File: config.mk
export PLATFORM = sky130hd
export DESIGN_NAME = tdc_digital_decoder
export DESIGN_NICKNAME = d
export VERILOG_FILES = /design/src/rtl/tdc_pkg.sv /design/src/rtl/tdc_therm_decoder.sv /design/src/rtl/tdc_digital_decoder.sv
export SDC_FILE = /design/constraint.sdc
export NUM_CORES = 1
export LEC_CHECK = 0
export CORE_MARGIN = 10
export CORE_UTILIZATION = 50
export CTS_BUF_LIST = sky130_fd_sc_hd__clkbuf_8
export DETAILED_ROUTE_END_ITERATION = 8
export PLACE_DENSITY = 0.76
export SLEW_MARGIN = 20
export SYNTH_ARGS = -nofsm -noshare
export SYNTH_HDL_FRONTEND = slang
export SYNTH_SLANG_ARGS = --single-unit
File: constraint.sdc
create_clock -name clk -period 3.78 [get_ports clk]
set_input_delay 1.134 -clock clk [delete_from_list [all_inputs] [get_ports clk]]
set_output_delay 1.134 -clock clk [all_outputs]
set_load 0.03 [all_outputs]
File: src/rtl/tdc_pkg.sv
// Shared widths, types and the popcount helper for the ring-oscillator TDC back end.
package tdc_pkg;
  localparam int PHASES   = 16;
  localparam int CNT_W    = 7;
  localparam int CAL_LOG2 = 6;
  localparam int FINE_W   = $clog2(2 * PHASES);
  localparam int WORD_W   = CNT_W + FINE_W;
  localparam int CAL_W    = WORD_W + CAL_LOG2;

  typedef logic [WORD_W-1:0]   tdc_word_t;
  typedef logic [FINE_W-1:0]   tdc_fine_t;
  typedef logic [CAL_W-1:0]    tdc_cal_t;
  typedef logic [CAL_LOG2-1:0] tdc_cal_cnt_t;

  // FINE_W bits hold 0..PHASES because PHASES is a power of two.
  function automatic tdc_fine_t popcount(input logic [PHASES-1:0] v);
    tdc_fine_t n;
    n = '0;
    for (int i = 0; i < PHASES; i++) n = n + tdc_fine_t'(v[i]);
    return n;
  endfunction
endpackage

File: src/rtl/tdc_therm_decoder.sv
// Circular thermometer decoder: popcount-based fine code plus ring transition check.
module tdc_therm_decoder
  import tdc_pkg::*;
(
  input  logic [PHASES-1:0] phase,
  output tdc_fine_t         fine,
  output logic              bubble
);

  tdc_fine_t         pc;
  tdc_fine_t         trans;
  logic [PHASES-1:0] rot;

  always_comb begin
    pc    = popcount(phase);
    // Neighbour compare includes the wrap from the top phase back to phase[0].
    rot   = {phase[0], phase[PHASES-1:1]};
    trans = popcount(phase ^ rot);
    if (phase[0]) fine = pc - tdc_fine_t'(1);
    else          fine = tdc_fine_t'(2 * PHASES - 1) - pc;
    bubble = (trans != tdc_fine_t'(0)) && (trans != tdc_fine_t'(2));
  end

endmodule

File: src/rtl/tdc_digital_decoder.sv
// TDC back end: register, decode to a word, difference consecutive words and
// accumulate the deltas over a calibration window.
module tdc_digital_decoder
  import tdc_pkg::*;
(
  input  logic              clk,
  input  logic              rst,
  input  logic              en,
  input  logic [CNT_W-1:0]  ripple_count,
  input  logic [PHASES-1:0] phase,
  output tdc_fine_t         fine,
  output tdc_word_t         word,
  output tdc_word_t         delta,
  output logic              delta_valid,
  output logic              bubble_err,
  output tdc_cal_t          cal_period,
  output logic              cal_valid
);

  logic [CNT_W-1:0]  s1_count;
  logic [PHASES-1:0] s1_phase;
  logic              s1_en;
  tdc_fine_t         dec_fine;
  logic              dec_bubble;
  logic              s2_bubble;
  logic              s2_en;
  tdc_word_t         prev;
  logic              primed;
  tdc_cal_t          acc;
  tdc_cal_cnt_t      cnt;
  tdc_word_t         diff;
  tdc_cal_t          acc_sum;

  tdc_therm_decoder u_therm (
    .phase  (s1_phase),
    .fine   (dec_fine),
    .bubble (dec_bubble)
  );

  always_ff @(posedge clk) begin
    if (rst) begin
      s1_count  <= '0;
      s1_phase  <= '0;
      s1_en     <= 1'b0;
      fine      <= '0;
      word      <= '0;
      s2_bubble <= 1'b0;
      s2_en     <= 1'b0;
    end else begin
      s1_count  <= ripple_count;
      s1_phase  <= phase;
      s1_en     <= en;
      fine      <= dec_fine;
      word      <= {s1_count, dec_fine};
      s2_bubble <= dec_bubble;
      s2_en     <= s1_en;
    end
  end

  // Modular subtraction gives the right delta across a ripple counter wrap.
  assign diff    = word - prev;
  assign acc_sum = acc + tdc_cal_t'(diff);

  always_ff @(posedge clk) begin
    if (rst) begin
      prev        <= '0;
      primed      <= 1'b0;
      acc         <= '0;
      cnt         <= '0;
      delta       <= '0;
      delta_valid <= 1'b0;
      bubble_err  <= 1'b0;
      cal_period  <= '0;
      cal_valid   <= 1'b0;
    end else begin
      delta_valid <= 1'b0;
      bubble_err  <= 1'b0;
      cal_valid   <= 1'b0;
      if (!s2_en) begin
        primed <= 1'b0;
        acc    <= '0;
        cnt    <= '0;
      end else begin
        prev   <= word;
        primed <= 1'b1;
        if (primed) begin
          delta       <= diff;
          delta_valid <= 1'b1;
          bubble_err  <= s2_bubble;
          cnt         <= cnt + tdc_cal_cnt_t'(1);
          // Last sample of the window closes it and restarts the sum.
          if (cnt == '1) begin
            cal_period <= acc_sum;
            cal_valid  <= 1'b1;
            acc        <= '0;
          end else begin
            acc <= acc_sum;
          end
        end
      end
    end
  end

endmodule

; Word level (Yosys, flattened, before mapping)
; Cells that the tools add are included.
[classes]
addsub = 35
multipliers = 0
n_div = 0
magnitude_cmp = 0
eq_ne = 2
shift = 0
muxes = 5
bitwise_logic = 3
reduce_logical = 6
[op_table]
columns = op, n
row1 = adder 5 x 1 -> 5 bit, 28
row2 = adder 18 x 12 -> 18 bit, 1
row3 = two-way mux 18 bit, 1
row4 = bitwise XOR 16 bit, 1
row5 = subtractor 12 bit, 1
row6 = "adder 6 x 1 -> 6 bit, second input constant", 1
row7 = "== test 6 bit, second input constant", 1
row8 = two-way mux 5 bit, 1
row9 = "!= test 5 x 2 -> 1 bit, second input constant", 1
row10 = nonzero test 5 bit, 1
row11 = "subtractor 5 x 1 -> 5 bit, second input constant", 1
row12 = "subtractor 5 bit, first input constant", 1
row13 = adder 1 x 1 -> 2 bit, 2
row14 = two-way mux 1 bit, 3
row15 = AND reduction 3 bit, 1
row16 = OR reduction 3 bit, 1
row17 = inverter 1 bit, 2
row18 = AND reduction 2 bit, 1
row19 = OR reduction 2 bit, 1
row20 = logical AND 1 bit, 1
[word_totals]
ff_bits = 113
latch_bits = 0
ramBits = 0
mem_bits_ro = 0
inputBits = 26
output_inout_bits = 50
word_cells = 67
mem_count = 0

; Depth between registers and ports, before layout
; Gate-level depths: netlist of run 1.
[logic_depth]
word_depth = 18
mapped_depth = 16
depth_no_buf = 16

; Cells and area by module
; A second synthesis of run 1 with hierarchy kept.
[hier_totals]
cells_unflattened = 623
hier_area_um2 = 5739.3
[modules_own_cells]
columns = module, instances, cells_each, area_per_inst_um2, seq_area_each_um2
row1 = tdc_digital_decoder, 1, 519, 4770.8, 2162.1
row2 = tdc_therm_decoder, 1, 104, 968.4, 0.0

; Least setup slack after synthesis of run 1
; Ideal clock, no wire load.
[synth_timing]
kind = reg-to-reg
start = register s1_phase[1]
end = register word[4]
setup_time_ns = 0.074
t_arrival_ns = 4.102
t_required_ns = 3.706
path_slack_ns = -0.396
path_stages_with_launch = 15
path_buffers = 0
period_less_slack_ns = 4.176
cell_sequence = dfxtp_1 -> ha_1 -> inv_1 -> fa_1 -> fa_1 -> fa_1 -> fa_1 -> fa_1 -> inv_1 -> fa_1 -> inv_1 -> ha_1 -> o211ai_1 -> a221o_1 -> o21ai_0
[synth_via]
elab_chain_len = 17
word_cells_on_any_way = 18
classes_between = 17 x add/sub / 1 x mux
[synth_rtl]
columns = item, line
row1 = from (decl), tdc_digital_decoder.sv:21  ; logic [PHASES-1:0] s1_phase;
row2 = from (signal assigned), tdc_digital_decoder.sv:51  ; s1_phase <= phase;
row3 = adder 1 x 1 -> 2 bit *, tdc_pkg.sv:19  ; for (int i = 0; i < PHASES; i++) n = n + tdc_fine_t'(v[i]);
row4 = adder 5 x 1 -> 5 bit * (14 in a row), tdc_pkg.sv:19
row5 = subtractor 5 bit / subtractor 5 x 1 -> 5 bit (equally long branches), "tdc_therm_decoder.sv:20, tdc_therm_decoder.sv:19"
row6 = two-way mux 5 bit *, tdc_therm_decoder.sv:19  ; if (phase[0]) fine = pc - tdc_fine_t'(1);
row7 = to (signal assigned), tdc_digital_decoder.sv:54  ; word <= {s1_count, dec_fine};
row8 = to (decl), tdc_digital_decoder.sv:12  ; output tdc_word_t word,
; Mark *: on every way between the ends. The rest lies on a longest branch, timed or not.
; A chain may end at the register's enable or synchronous reset.

; Worst setup path in the final report of run 1
; Same ends and word-level chain as after synthesis.

==> flow_metrics.tcl, run 1 <==
set metrics [dict create \
    status "finished, violations left" \
    violations "setup timing" \
    synth_flop_cell "dfxtp_1" \
    powerDensity_nw_per_um2 504 \
    vias_per_cell 5.24 \
    arrival_ps 4520 \
    critPathLaunchType "register" \
    ys_ff_latch 108 \
    synth_fp_nets 711 \
    die_h_um 127 \
    path_max_fanout 2 \
    crit_path_start "s1_phase[1]$_SDFF_PP0_" \
    core_um2 11000 \
    cts_hold_buf 0 \
    clkPwrFrac 0.214 \
    instances_no_fill 873 \
    rsz0062_at_grt "true" \
    gp_congestion 0.901 \
    final_common_cell "dfxtp_1" \
    final_cell_area_um2 7140 \
    drtIter0Drc 309 \
    synth_warnings 0 \
    syn2layout_area_growth_pct 25.6 \
    whs_endpoint "word[6]$_SDFF_PP0_" \
    hold_violations 0 \
    setup_slack_ps -432 \
    drc 0 \
    critPathRequiredTime_ps 4090 \
    rr_endpoint "word[4]$_SDFF_PP0_" \
    cts_sinks 108 \
    wl_per_cell_um 14.7 \
    rows 38 \
    ys_seq_area_frac 0.380 \
    synth_area_um2 5680 \
    max_freq_mhz 237 \
    io_buffers 75 \
    placedCellCount 850 \
    p_seq_frac 0.342 \
    antenna_cells 0 \
    grt_usage 0.157 \
    r2r_slack_ps -430 \
    cts_root_buf "clkbuf_8" \
    min_period_over_period 1.11 \
    syn_avg_cell_area_um2 9.06 \
    max_slew_margin 0.585 \
    grt_pass1_wl_mm 21.3 \
    slew_viol_final 0 \
    fin_skew_ps 8.13 \
    asyncSetResetFlopFracSynth 0 \
    hpwl_mm 9.76 \
    synth_cell_types 54 \
    grt_pass1_vias 4586 \
    insertion_delay_ps 380 \
    p_sw_mw 1.29 \
    die_w_um 127 \
    initial_core_util 0.517 \
    hp-start "s1_count[1]$_SDFF_PP0_" \
    p_comb_frac 0.443 \
    htree_num_levels 3 \
    crit_type "register to register" \
    drive_gt1_frac 0.131 \
    worstHoldPathCells 1 \
    cts_tree "done" \
    maxCapViolCount 0 \
    setup_viol 5 \
    worst_slew_pin_slew_ps 619 \
    ir_worst_vdd_uv 385 \
    io-pin-count 76 \
    post-route-min-period_ps 4210 \
    r2r_start "s1_phase[1]$_SDFF_PP0_" \
    end_kind "register" \
    fin_nets 812 \
    drt-total-wl_mm 12.9 \
    first_pass_iters 4 \
    place_area_um2 6760 \
    grt_overflow 0 \
    most-common-layout-cells "dfxtp_1 (104), clkdlybuf4s50_1 (74), nand2_1 (61)" \
    synth_edf_count 0 \
    reg2regPathDepth 14 \
    swShare 0.358 \
    die_area_um2 16000 \
    dr_total_vias 4573 \
    grt_max_degree 59 \
    power.leakage_nw 2.83 \
    clkTransAtPathRegs_ps 100 \
    ant_nets 0 \
    hp-class "register to register" \
    numCtsBuffers 9 \
    antenna_found_initial 0 \
    synthCells 627 \
    cts_max_path_buffers 2 \
    p_int_mw 2.31 \
]
==> critical path, cell delays in order (launching register included) <==
cell	delay (ps)
dfxtp_2	350
ha_4	270
inv_2	30
fa_1	500
fa_1	430
fa_1	520
fa_1	440
fa_2	360
inv_2	60
fa_1	420
inv_2	100
ha_4	140
o211ai_1	90
a221o_1	360
o21ai_1	80
==> sequential cells by signal (all words and copies together), names as in the netlist <==
| register | flops |
|---|---|
| s1_phase | 16 |
| s1_en | 1 |
| delta | 12 |
| cal_period | 18 |
| fine | 4 |
| prev | 12 |
| word | 8 |
| bubble_err | 1 |
| primed | 1 |
| acc | 18 |
| s2_bubble | 1 |
| s2_en | 1 |
| cnt | 6 |
| cal_valid | 1 |
| delta_valid | 1 |
| s1_count | 7 |
==> area by class of cell <==
type / count / area (µm²)
clock buffer: 12 / 165
clock inverter: 4 / 55.1
fill: 892 / 3840
inverter: 54 / 203
multi-input combinational: 439 / 3320
sequential: 108 / 2170
tap: 140 / 175
timing repair buffer: 116 / 1060
==> worst max path at each step <==
| stage | endpoint | cells after the start |
|---|---|---|
| 2_1_floorplan | word[4]$_SDFF_PP0_ | 14 |
| 3_3_place_gp | word[4]$_SDFF_PP0_ | 14 |
| 3_5_place_dp | word[4]$_SDFF_PP0_ | 14 |
| 4_1_cts | word[4]$_SDFF_PP0_ | 14 |
| 5_1_grt | word[4]$_SDFF_PP0_ | 14 |
| 6_report | word[4]$_SDFF_PP0_ | 14 |
==> power groups by stage <==
stage	clock (mW)	combinational (mW)	sequential, mW
2_1_floorplan	0	0.966	1.29
3_3_place_gp	0	1.37	1.25
3_5_place_dp	0	1.42	1.26
4_1_cts	0.792	1.48	1.23
5_1_grt	0.825	1.78	1.24
6_report	0.770	1.59	1.23
==> through the flow <==
| stage | worst slack (ps) | power, mW | util | hold slack, ps | setup TNS [ps] |
|---|---|---|---|---|---|
| after floorplan | -246 | 2.26 | - | 414 | -322 |
| after global placement | -335 | 2.62 | 0.616 | 416 | -759 |
| after detailed placement | -437 | 2.68 | 0.616 | 421 | -1250 |
| after CTS | -436 | 3.50 | 0.639 | 445 | -982 |
| after global routing | -592 | 3.84 | 0.650 | 461 | -1980 |
| final | -432 | 3.59 | 0.650 | 442 | -1230 |
==> synth_stat cells, types with 5 or more instances <==
| cell type | count | area share |
|---|---|---|
| a211oi_1 | 9 | 0.012 |
| a21o_1 | 6 | 0.0079 |
| a21oi_1 | 47 | 0.041 |
| a22o_1 | 6 | 0.0092 |
| and3_1 | 5 | 0.0055 |
| buf_1 | 6 | 0.0040 |
| buf_4 | 5 | 0.0066 |
| clkbuf_1 | 12 | 0.0079 |
| dfxtp_1 | 108 | 0.38 |
| fa_1 | 21 | 0.074 |
| ha_1 | 37 | 0.081 |
| inv_1 | 53 | 0.035 |
| mux2i_1 | 13 | 0.023 |
| nand2_1 | 61 | 0.040 |
| nand3_1 | 14 | 0.012 |
| nor2_1 | 49 | 0.032 |
| nor2b_1 | 38 | 0.042 |
| nor3_1 | 7 | 0.0062 |
| o211ai_1 | 6 | 0.0079 |
| o21ai_0 | 23 | 0.020 |
| xnor2_1 | 29 | 0.045 |
| xor2_1 | 19 | 0.029 |
==> per-layer routing <==
metal  vias up  routed length [µm]  global-route usage
li1       2308                   -                   -
met1      2157                5680               0.183
met2        96                6290               0.273
met3        12                 757              0.0466
met4         0                 129              0.0429
met5         -                   0                   0
==> cell families (layout without fill, tap and decap cells) <==
family | count (synthesis) | in the layout | synth area share
AO/OA/AOI/OAI | 126 | 126 | 0.143
XOR/XNOR | 48 | 48 | 0.0740
adder cells (fa/ha/maj) | 58 | 58 | 0.155
buffers and inverters | 80 | 186 | 0.0594
flip-flops | 108 | 108 | 0.380
multiplexers | 13 | 13 | 0.0229
AND/OR/NAND/NOR | 194 | 194 | 0.165
==> repair_timing <==
action,4_1_cts,5_1_grt
gates resized for setup,9,19
endpoints found under the setup margin,5,17
pin swaps,2,20
buffers inserted,1,7
No activity file was read; power rests on OpenSTA's default activity.
==> inputs of run 2 (changes only) <==
--- a/config.mk
+++ b/config.mk
@@ -5,7 +5,6 @@
 export SDC_FILE = /design/constraint.sdc
 export NUM_CORES = 1
 export LEC_CHECK = 0
-export CORE_MARGIN = 10
 export CORE_UTILIZATION = 50
 export CTS_BUF_LIST = sky130_fd_sc_hd__clkbuf_8
 export DETAILED_ROUTE_END_ITERATION = 8
==> constraint.sdc (replaced) <==
create_clock -name clk -period 3.78 [get_ports clk]
set_input_delay 0.567 -clock clk [delete_from_list [all_inputs] [get_ports clk]]
set_output_delay 0.567 -clock clk [all_outputs]
set_load 0.02 [all_outputs]
==> flow_metrics.tcl, run 2 (synthesis results as in run 1) <==
set metrics [dict create \
    status "finished, violations left" \
    violations "setup timing" \
    cts_hold_buf 0 \
    syn2layout_area_growth_pct 24.4 \
    io-pin-count 76 \
    grt_usage 0.217 \
    die_area_um2 11800 \
    maxCapViolCount 0 \
    grt_max_degree 46 \
    io_buffers 75 \
    worst_slew_pin_slew_ps 752 \
    numCtsBuffers 9 \
    top_regs "acc (18), cal_period (18), s1_phase (16)" \
    drc 0 \
    dr_total_vias 4592 \
    initial_core_util 0.520 \
    wl_per_cell_um 14.0 \
    instances_no_fill 872 \
    end_kind "register" \
    die_w_um 109 \
    max_freq_mhz 240 \
    gp_congestion 0.843 \
    setup_viol 4 \
    cts_sinks 108 \
    cts_max_path_buffers 2 \
    ant_nets 0 \
    rsz0062_at_grt "true" \
    die_h_um 109 \
    drtIter0Drc 265 \
    arrival_ps 4490 \
    core_um2 10900 \
    fin_nets 811 \
    final_common_cell "dfxtp_1" \
    grt_pass1_wl_mm 20.1 \
    whs_ps 446 \
    grt_pass1_vias 4486 \
    antenna_found_initial 0 \
    setup_slack_ps -386 \
    min_period_over_period 1.10 \
    cts_tree "done" \
    fin_skew_ps 9.37 \
    critPathLaunchType "register" \
    post-route-min-period_ps 4170 \
    power.leakage_nw 2.81 \
    path_max_fanout 2 \
    hold_violations 0 \
    place_ws_ps -396 \
    grt_overflow 0 \
    final_cell_area_um2 7070 \
    rows 38 \
    clkTransAtPathRegs_ps 100 \
    htree_num_levels 3 \
    powerDensity_nw_per_um2 483 \
    crit_type "register to register" \
    insertion_delay_ps 380 \
    drive_gt1_frac 0.126 \
    max_slew_margin 0.496 \
    place_area_um2 6760 \
    cts_root_buf "clkbuf_8" \
    most-common-layout-cells "dfxtp_1 (105), clkdlybuf4s50_1 (74), nand2_1 (60)" \
    first_pass_iters 4 \
    hpwl_mm 9.06 \
    vias_per_cell 5.27 \
    antenna_cells 0 \
    placedCellCount 850 \
    slew_viol_final 0 \
    drt-total-wl_mm 12.2 \
    ir_worst_vdd_uv 369 \
    hp-class "register to register" \
    fin_util 0.647 \
    critPathRequiredTime_ps 4100 \
]
## run 2: stage by stage
step	setup TNS, ps	power, mW
final	-953	3.41
after detailed placement	-1100	2.67
after global routing	-1730	3.65
after CTS	-966	3.35
after floorplan	-322	2.23
after global placement	-751	2.61
## run 2: area by class of cell
| cell class | instances | area (µm²) |
|---|---|---|
| fillers | 951 | 3860 |
| multi-input cells | 439 | 3310 |
| inverters | 54 | 203 |
| well taps | 140 | 175 |
| repair buffers | 115 | 1050 |
| clock inverters | 7 | 51.3 |
| clock buffers | 9 | 124 |
| flip-flops and latches | 108 | 2170 |
## run 2: worst max-delay path: stages, from the launching register on
cell and delay [ps]:
dfxtp_2 350, ha_4 270, inv_2 30, fa_1 500, fa_1 430, fa_1 510
fa_1 430, fa_2 370, inv_2 60, fa_1 410, inv_2 100, ha_4 140
o211ai_1 120, a221o_1 340, o21ai_1 70
## run 2: layer usage
layer / part of all wire / track usage / vias up
li1: - / - / 2299
met1: 0.45 / 0.267 / 2161
met2: 0.49 / 0.384 / 120
met3: 0.046 / 0.0418 / 12
met4: 0.012 / 0.0656 / 0
met5: 0 / 0 / -
## run 2: path summary, 6_finish.rpt
| check | slack [ps] | cells after the start | startpoint | end |
|---|---|---|---|---|
| worst max register to register | -390 | 14 | s1_phase[1]$_SDFF_PP0_ | word[4]$_SDFF_PP0_ |
| worst min-delay path | 450 | 1 | s1_en$_SDFF_PP0_ | s2_en$_SDFF_PP0_ |
| worst max-delay path | -390 | 14 | s1_phase[1]$_SDFF_PP0_ | word[4]$_SDFF_PP0_ |
| worst min register to register | 450 | 1 | s1_en$_SDFF_PP0_ | s2_en$_SDFF_PP0_ |
## run 2: what timing repair did
item	CTS	global route
endpoints found under the setup margin	5	17
pin swaps	9	9
setup buffers	2	4
resized for setup	10	12
## run 2: power by group
group          leakage [nW]  internal [mW]  switching [mW]
sequential            0.881           1.19          0.0427
combinational          1.84          0.733           0.795
clock                0.0914          0.244           0.411
==> inputs of run 3 (changes only) <==
--- a/config.mk
+++ b/config.mk
@@ -5,6 +5,7 @@
 export SDC_FILE = /design/constraint.sdc
 export NUM_CORES = 1
 export LEC_CHECK = 0
+export CORE_ASPECT_RATIO = 1.2
 export CORE_UTILIZATION = 50
 export CTS_BUF_LIST = sky130_fd_sc_hd__clkbuf_8
 export DETAILED_ROUTE_END_ITERATION = 8
==> flow_metrics.tcl, run 3 (synthesis results as in run 1) <==
set metrics [dict create \
    status "finished, violations left" \
    violations "setup timing" \
    cts_tree "done" \
    worstHoldPathCells 1 \
    cts_sinks 108 \
    hpwl_mm 9.33 \
    rows 42 \
    crit_chain "ha_4, inv_2, fa_1, fa_1, fa_1, fa_1, fa_2, inv_2, fa_1, inv_2, ha_4, o211ai_1, a221o_1, o21ai_1" \
    cts_root_buf "clkbuf_8" \
    vias_per_cell 5.31 \
    grt_pass1_wl_mm 20.4 \
    final_cell_area_um2 7100 \
    dr_total_vias 4590 \
    end_kind "register" \
    place_area_um2 6770 \
    path_max_fanout 2 \
    hp-class "register to register" \
    power.leakage_nw 2.82 \
    drc 0 \
    core_um2 11000 \
    grt_usage 0.216 \
    clkTransAtPathRegs_ps 100 \
    hold_violations 0 \
    antenna_found_initial 0 \
    grt_overflow 0 \
    setup_tns_ps -1010 \
    syn2layout_area_growth_pct 24.9 \
    gp_congestion 0.837 \
    critPathRequiredTime_ps 4090 \
    r2r_start "s1_phase[1]$_SDFF_PP0_" \
    slowest_stage "fa_1" \
    ant_nets 0 \
    arrival_ps 4500 \
    die_h_um 119 \
    max_slew_margin 0.457 \
    r2r_slack_ps -410 \
    crit_type "register to register" \
    totalPowerFinal_mw 3.47 \
    cts_max_path_buffers 2 \
    cp_common_cell "fa_1" \
    wl_per_cell_um 14.0 \
    fin_skew_ps 7.72 \
    place_ws_ps -406 \
    first_pass_iters 4 \
    top_regs "acc (18), cal_period (18), s1_phase (16)" \
    post-route-min-period_ps 4190 \
    whs_ps 446 \
    maxCapViolCount 0 \
    insertion_delay_ps 380 \
    powerDensity_nw_per_um2 490 \
    reg2regPathDepth 14 \
    io_buffers 75 \
    fin_nets 812 \
    most-common-layout-cells "dfxtp_1 (103), clkdlybuf4s50_1 (74), nand2_1 (61)" \
    die_w_um 99.3 \
    antenna_cells 0 \
    die_area_um2 11800 \
    worst_slew_pin_slew_ps 814 \
    grt_max_degree 83 \
    final_common_cell "dfxtp_1" \
    grt_pass1_vias 4601 \
    drt-total-wl_mm 12.1 \
    drtIter0Drc 175 \
    rr_endpoint "word[4]$_SDFF_PP0_" \
    hp-start "s1_count[5]$_SDFF_PP0_" \
    whs_endpoint "word[10]$_SDFF_PP0_" \
    rsz0062_at_grt "true" \
    htree_num_levels 3 \
    drive_gt1_frac 0.124 \
    critPathLaunchType "register" \
    setup_slack_ps -409 \
    slowest_delay_ps 510 \
    ir_worst_vdd_uv 253 \
    setup_viol 4 \
    min_period_over_period 1.11 \
    initial_core_util 0.515 \
    numCtsBuffers 9 \
    max_freq_mhz 239 \
    io-pin-count 76 \
    slew_viol_final 0 \
]
-- run 3: cell count changes in the layout (fill, tap and decap cells not counted), sizes merged --
cell	before	now
clkinvlp	1	3
clkinv	3	1
bufinv	0	2
buf	41	42
inv	57	55
-- run 3: metal layers --
layer  wire length (µm)  track usage  part of all wire
met5                  0            0                 0
met4                350       0.0919             0.029
met3                382       0.0367             0.032
met2               6260        0.392              0.52
met1               5120        0.247              0.42
-- run 3: critical path, delay by kind of cell (launching register included) --
| kind | cells | cell delay [ps] |
|---|---|---|
| compound gates | 3 | 520 |
| fa+ha+maj | 8 | 3070 |
| buf+inv | 3 | 190 |
| flops | 1 | 350 |
-- run 3: what timing repair did --
action,in CTS,in global routing
cloned,0,0
setup endpoints to repair,5,16
gates resized for setup,11,8
pin swaps,10,7
hold buffers,0,0
setup buffers,4,1
hold endpoints to repair,0,0
-- run 3: through the flow --
stage | util | instances
after global routing | 0.643 | 865
after detailed placement | 0.614 | 845
after CTS | 0.639 | 864
after global placement | 0.614 | 845
after floorplan | - | 627
final | 0.643 | 865
-- run 3: worst max-delay path by stage --
stage	depth (start not counted)	to	startpoint
after global placement	14	word[4]$_SDFF_PP0_	s1_phase[0]$_SDFF_PP0_
after detailed placement	14	word[4]$_SDFF_PP0_	s1_phase[0]$_SDFF_PP0_
after global routing	14	word[4]$_SDFF_PP0_	s1_phase[1]$_SDFF_PP0_
after floorplan	14	word[4]$_SDFF_PP0_	s1_phase[1]$_SDFF_PP0_
after CTS	14	word[4]$_SDFF_PP0_	s1_phase[1]$_SDFF_PP0_
final	14	word[4]$_SDFF_PP0_	s1_phase[1]$_SDFF_PP0_
-- run 3: layout make-up --
class | instances | area (µm²)
clock buffers | 9 | 124
well taps | 132 | 165
multi-input cells | 439 | 3280
repair buffers | 116 | 1060
flip-flops and latches | 108 | 2170
inverters | 54 | 203
clock inverters | 7 | 100
fillers | 910 | 3940
-- run 3: report_power, final --
group	switching, mW	internal (mW)	total, mW
logic	0.766	0.700	1.47
registers	0.0420	1.19	1.23
clock network	0.402	0.376	0.778
total	1.21	2.26	3.47
